$ cat config.mk
export PLATFORM = sky130hd
export DESIGN_NAME = edge_detector
export DESIGN_NICKNAME = d
export VERILOG_FILES = /design/src/rtl/edge_detector.sv
export SDC_FILE = /design/constraint.sdc
export NUM_CORES = 1
export LEC_CHECK = 0
export CORE_AREA = 4 4 70 59
export CTS_CLUSTER_DIAMETER = 150
export DETAILED_ROUTE_END_ITERATION = 10
export DIE_AREA = 0 0 74 63
export SKIP_CTS_REPAIR_TIMING = 1
export SLEW_MARGIN = 5
export SYNTH_ARGS = -nofsm -noshare
export SYNTH_HDL_FRONTEND = slang
export SYNTH_SLANG_ARGS = --single-unit
$ cat constraint.sdc
create_clock -name clk -period 2.16 [get_ports clk]
set_input_delay 0.432 -clock clk [delete_from_list [all_inputs] [get_ports clk]]
set_output_delay 0.432 -clock clk [all_outputs]
set_load 0.05 [all_outputs]
$ cat src/rtl/edge_detector.sv
`timescale 1ns/1ps
// edge_detector: multi-lane rise/fall/any-edge one-clock pulses with saturating per-lane edge counters.
// Optional macro EDGE_SYNC_EN inserts a 2-flop synchronizer ahead of each lane's sample flop.
module edge_detector #(
    parameter int WIDTH = 1,
    parameter int CNT_W = 8
) (
    input  logic                   clk,
    input  logic                   rst_n,
    input  logic                   clr,
    input  logic [WIDTH-1:0]       inp,
    output logic [WIDTH-1:0]       rise,
    output logic [WIDTH-1:0]       fall,
    output logic [WIDTH-1:0]       both,
    output logic                   any_rise,
    output logic                   any_fall,
    output logic [WIDTH*CNT_W-1:0] rise_cnt,
    output logic [WIDTH*CNT_W-1:0] fall_cnt
);

    localparam logic [CNT_W-1:0] CNT_MAX = '1;

    logic [WIDTH-1:0] samp_d;
    logic [WIDTH-1:0] samp_q;
    logic [WIDTH-1:0] prev_q;

`ifdef EDGE_SYNC_EN
    logic [WIDTH-1:0] sync1_q;
    logic [WIDTH-1:0] sync2_q;

    always_ff @(posedge clk or negedge rst_n) begin
        if (!rst_n) begin
            sync1_q <= '0;
            sync2_q <= '0;
        end else begin
            sync1_q <= inp;
            sync2_q <= sync1_q;
        end
    end

    assign samp_d = sync2_q;
`else
    assign samp_d = inp;
`endif

    always_ff @(posedge clk or negedge rst_n) begin
        if (!rst_n) begin
            samp_q <= '0;
            prev_q <= '0;
        end else begin
            samp_q <= samp_d;
            prev_q <= samp_q;
        end
    end

    // Pulses come only from flops, so inp glitches between edges never reach the outputs.
    assign rise     = samp_q & ~prev_q;
    assign fall     = ~samp_q & prev_q;
    assign both     = samp_q ^ prev_q;
    assign any_rise = |rise;
    assign any_fall = |fall;

    for (genvar i = 0; i < WIDTH; i++) begin : g_lane
        logic [CNT_W-1:0] riseCnt_q;
        logic [CNT_W-1:0] riseCnt_d;
        logic [CNT_W-1:0] fallCnt_q;
        logic [CNT_W-1:0] fallCnt_d;

        // Clear wins over a coincident increment; counts stick at all-ones.
        always_comb begin
            riseCnt_d = riseCnt_q;
            fallCnt_d = fallCnt_q;
            if (clr) begin
                riseCnt_d = '0;
                fallCnt_d = '0;
            end else begin
                if (rise[i] && (riseCnt_q != CNT_MAX)) begin
                    riseCnt_d = riseCnt_q + CNT_W'(1'b1);
                end
                if (fall[i] && (fallCnt_q != CNT_MAX)) begin
                    fallCnt_d = fallCnt_q + CNT_W'(1'b1);
                end
            end
        end

        always_ff @(posedge clk or negedge rst_n) begin
            if (!rst_n) begin
                riseCnt_q <= '0;
                fallCnt_q <= '0;
            end else begin
                riseCnt_q <= riseCnt_d;
                fallCnt_q <= fallCnt_d;
            end
        end

        assign rise_cnt[i*CNT_W +: CNT_W] = riseCnt_q;
        assign fall_cnt[i*CNT_W +: CNT_W] = fallCnt_q;
    end

endmodule

After elaboration in Yosys (flattened, before gate mapping)
Cells that the tools add are included.
{"block": "totals", "regBits": 18, "input_bits": 4, "output_inout_bits": 21, "wordCells": 21}
{"block": "op_classes", "addsub": 2, "n_eq_ne": 2, "muxes": 4, "bitwise_logic": 5, "reduce_logical": 4}
{"op": "8-bit 2-to-1 mux", "count": 4}
{"op": "8-bit by 1-bit adder with 8-bit output, second input constant", "count": 2}
{"op": "8-bit != test, second input constant", "count": 2}
{"op": "2-bit nonzero test", "count": 2}
{"op": "1-bit bitwise AND", "count": 2}
{"op": "1-bit logical AND", "count": 2}
{"op": "1-bit inverter", "count": 2}
{"op": "1-bit bitwise XOR", "count": 1}

Depth between registers and ports, before layout
{"block": "logic_depth", "depth_word": 5, "mapped_depth": 5, "ltp_nobuf": 5}

Worst setup path after synthesis
OpenSTA, ideal clock, no wires.
{"block": "synth_path", "path_kind": "flip-flop to flip-flop", "startpoint": "register samp_q", "endpoint": "register g_lane[0].fallCnt_q[3] (netlist: fall_cnt[3])", "setup_ns": 0.128, "arrival_ns": 1.653, "required_time_ns": 2.032, "setup_slack_ns": 0.380, "path_stages_with_launch": 6, "n_path_buf": 0, "period_less_slack_ns": 1.780, "cell_sequence": "dfrtp_1 > inv_1 > ha_1 > nand4_1 > a31oi_1 > mux2_1"}
{"block": "synth_between", "elab_chain_cells": 4}
{"item": "from (decl)", "line": "24", "source": "logic [WIDTH-1:0] samp_q;"}
{"item": "from (signal assigned)", "line": "51", "source": "samp_q <= samp_d;"}
{"item": "1-bit inverter", "line": "58", "source": "assign fall = ~samp_q & prev_q;"}
{"item": "1-bit bitwise AND", "line": "58"}
{"item": "via any_fall", "line": "16", "source": "output logic any_fall,"}
{"item": "1-bit logical AND", "line": "80", "source": "if (fall[i] && (fallCnt_q != CNT_MAX)) begin"}
{"item": "2-bit nonzero test (no source line)"}
{"item": "to (signal assigned)", "line": "92", "source": "fallCnt_q <= fallCnt_d;"}
{"item": "to (decl)", "line": "66", "source": "logic [CNT_W-1:0] fallCnt_q;"}
The timed path passes the listed nets, and every way through them passes these cells.
A chain may end at the register's enable or synchronous reset.

Final worst setup path
{"block": "layout_path", "startpoint": "register g_lane[0].fallCnt_q[7] (netlist: fall_cnt[7])", "endpoint": "output fall_cnt[7]"}
{"item": "to (decl)", "line": "18", "source": "output logic [WIDTH*CNT_W-1:0] fall_cnt"}
No word-level cell between the ends.

==> flow_summary_export.csv <==
group,metric,value,unit
setup_path,worstSetupEndpoint,"fall_cnt[7]",
setup_path,cp_top_family,"buffers and inverters",
clock_network,cts-buffers-inserted,3,
timing,final.setup.tns,0,ns
timing,tightest_slew,0.500,ns
setup_path,reg2reg_slack,0.58,ns
setup_path,path_buf_inv,1,
power,peakVddDrop,0.285,mV
floorplan,die_w,74,µm
timing,maxSlewViolCount,0,
job,maxCapViolations,0,
finish,nets,129,
clock_network,cts_tree,"done",
setup_path,reg2reg_from,"rise_cnt[0]$_DFFE_PN0P_",
timing,finalCritPeriodShare,95.0,%
logic_synthesis,synth_area_per_cell,10.5,µm²
timing,hold_viol_final,0,
logic_synthesis,yosys.cell_types.count,30,
finish,fin_area,1310,µm²
clock_network,h-tree-depth,1,
logic_synthesis,synthMostInstantiatedCell,"dfrtp_1",
routing,viasPerCell,5.24,
setup_path,crit_path_max_fanout,8,
placement,gp_congestion,0.813,
power,power_density,557,nW/µm²
global_routing,antenna_found_initial,0,
global_routing,gr-total-overflow,0,
placement,hpwl,1630,µm
floorplan,initial_core_util,28.9,%
routing,wl_per_cell,13.8,µm
logic_synthesis,ys_ff_latch,18,
timing,fin_skew,0.00883,ns
clock_network,cts.sinks,18,
floorplan,num_rows,19,
min_path,worstHoldStart,"samp_q$_DFF_PN0_",
logic_synthesis,yosys_most_used_dff,"dfrtp_1",
logic_synthesis,synth-async-reset-ratio,100,%
setup_path,crit_chain,"clkdlybuf4s50_1",
logic_synthesis,syn_area,983,µm²
logic_synthesis,seq_area_frac_synth,45.8,%
setup_path,slowest_delay,0.86,ns
timing,rsz0062_at_grt,"no",
clock_network,clk-insertion-delay-late,0.26,ns
logic_synthesis,yosys_warnings,0,
finish,nFillCells,344,
logic_synthesis,synth_edf_count,0,
setup_path,critPathLaunchType,"flip-flop",
logic_synthesis,syn_nets,102,
routing,dr.first_iter.drc_count,17,
floorplan,die_area,4660,µm²
finish,drive_gt1_share,13.3,%
routing,vias,849,
setup_path,critical_path_depth,1,
floorplan,chipHeight,63,µm
routing,drc,0,
finish,diodes,0,
power,p_leak,0.569,nW
clock_network,clkSlewWorstSetupHoldPaths,0.08,ns
logic_synthesis,postSynthCellCount,94,
setup_path,arrival,1.62,ns
routing,wirelength,2230,µm
setup_path,criticalPathCategory,"flip-flop to output pin",
clock_network,cts_buffer_depth,2,
min_path,hold_path_class,"flip-flop to flip-flop",
setup_path,slowest_stage,"clkdlybuf4s50_1",
setup_path,worstPathRequired,1.73,ns
timing,setup_viol_count_final,0,
floorplan,core-area,3400,µm²
global_routing,grt_max_degree,19,
global_routing,grt_pass1_wl,3820,µm
logic_synthesis,synth_top_area_share,45.8,%
logic_synthesis,synth_common_cells,"18 x dfrtp_1, 9 x a21oi_1, 9 x nand2_1, 5 x and3_1, 5 x inv_1",
status,status,"finished clean",
timing,finalCriticalPeriod,2.05,ns
placement,io_buffers,24,
clock_network,ctsRootBufferMaster,"clkbuf_8",
routing,dr.pass1.iters,4,
timing,fmax,488,MHz
finish,area_delta_synth_final,33.3,%
routing,postRouteAntennaNets,0,
setup_path,worstSetupStartpoint,"fall_cnt[7]$_DFFE_PN0P_",
setup_path,worstSetupEndpointType,"output pin",
global_routing,grt_usage,10.3,%
logic_synthesis,yosys.area.top_type,"dfrtp_1",
placement,dpl_cell_area,1260,µm²
floorplan,ios,25,
setup_path,ff2ff_path_depth,4,
setup_path,r2r_end,"rise_cnt[0]$_DFFE_PN0P_",
logic_synthesis,ys_top_cells_by_area,"dfrtp_1 46%, ha_1 5.1%, a21oi_1 4.6%",
timing,relSlewSlack,66.6,%
global_routing,grt_pass1_vias,823,
metal layers:
layer	up-vias	routed length [µm]	part of all wire [%]	track usage [%]
met1	424	1080	49	14.0
met4	0	8	0.36	2.49
li1	408	-	-	-
met2	15	1050	47	15.5
met5	-	0	0	0
met3	2	93	4.2	3.70
through the flow:
| step | worst slack [ns] | hold slack, ns | power, W | cells | util (%) |
|---|---|---|---|---|---|
| floorplan | 0.380 | 0.136 | 0.000423 | 94 | - |
| global placement | 0.416 | 0.396 | 0.000459 | 158 | 37.0 |
| detailed placement | 0.400 | 0.409 | 0.000461 | 158 | 37.0 |
| CTS | 0.103 | 0.424 | 0.000743 | 162 | 38.6 |
| global route | 0.0846 | 0.440 | 0.000761 | 162 | 38.6 |
| finish | 0.109 | 0.417 | 0.000730 | 162 | 38.6 |
state kept, by name (all words and copies together), names as in the netlist:
name,count
rise_cnt,8
prev_q,1
fall_cnt,8
samp_q,1
cell usage in the layout (no fill, tap or decap), drive strengths merged, types with 5 or more instances in the layout:
cell type      count
dfrtp             18
buf                7
and3               5
a21oi              9
inv                5
nand2              9
clkdlybuf4s50     19
cell type report:
| cell class | instances | area [µm²] | area share (%) |
|---|---|---|---|
| well taps | 42 | 52.6 | 4.01 |
| clock buffers | 4 | 55.1 | 4.20 |
| inverters | 5 | 18.8 | 1.43 |
| repair buffers | 26 | 243 | 18.5 |
| multi-input cells | 67 | 492 | 37.5 |
| flip-flops and latches | 18 | 450 | 34.4 |
worst min path at each step:
stage,end,slack (ns),cells past startpoint
after floorplan,fall_cnt[0]$_DFFE_PN0P_,0.14,0
after global placement,prev_q$_DFF_PN0_,0.40,0
after detailed placement,prev_q$_DFF_PN0_,0.41,0
after CTS,prev_q$_DFF_PN0_,0.42,0
after global routing,prev_q$_DFF_PN0_,0.44,0
final,prev_q$_DFF_PN0_,0.42,0
report_power, final:
| part | internal, W | total (W) | switching [W] |
|---|---|---|---|
| clock | 0.000162 | 0.000278 | 0.000116 |
| sequential | 0.000343 | 0.000351 | 0.00000782 |
| combinational | 0.0000353 | 0.000101 | 0.0000661 |
cells by family after synthesis:
group | count (synthesis) | synth area share (%)
adders and majority gates | 4 | 5.09
AOI/OAI and AO/OA | 24 | 18.7
DFF | 18 | 45.8
muxes | 5 | 5.85
and+or+nand+nor | 34 | 20.4
buffers and inverters | 9 | 4.20
Note: power is estimated with default switching activity, not from simulation.
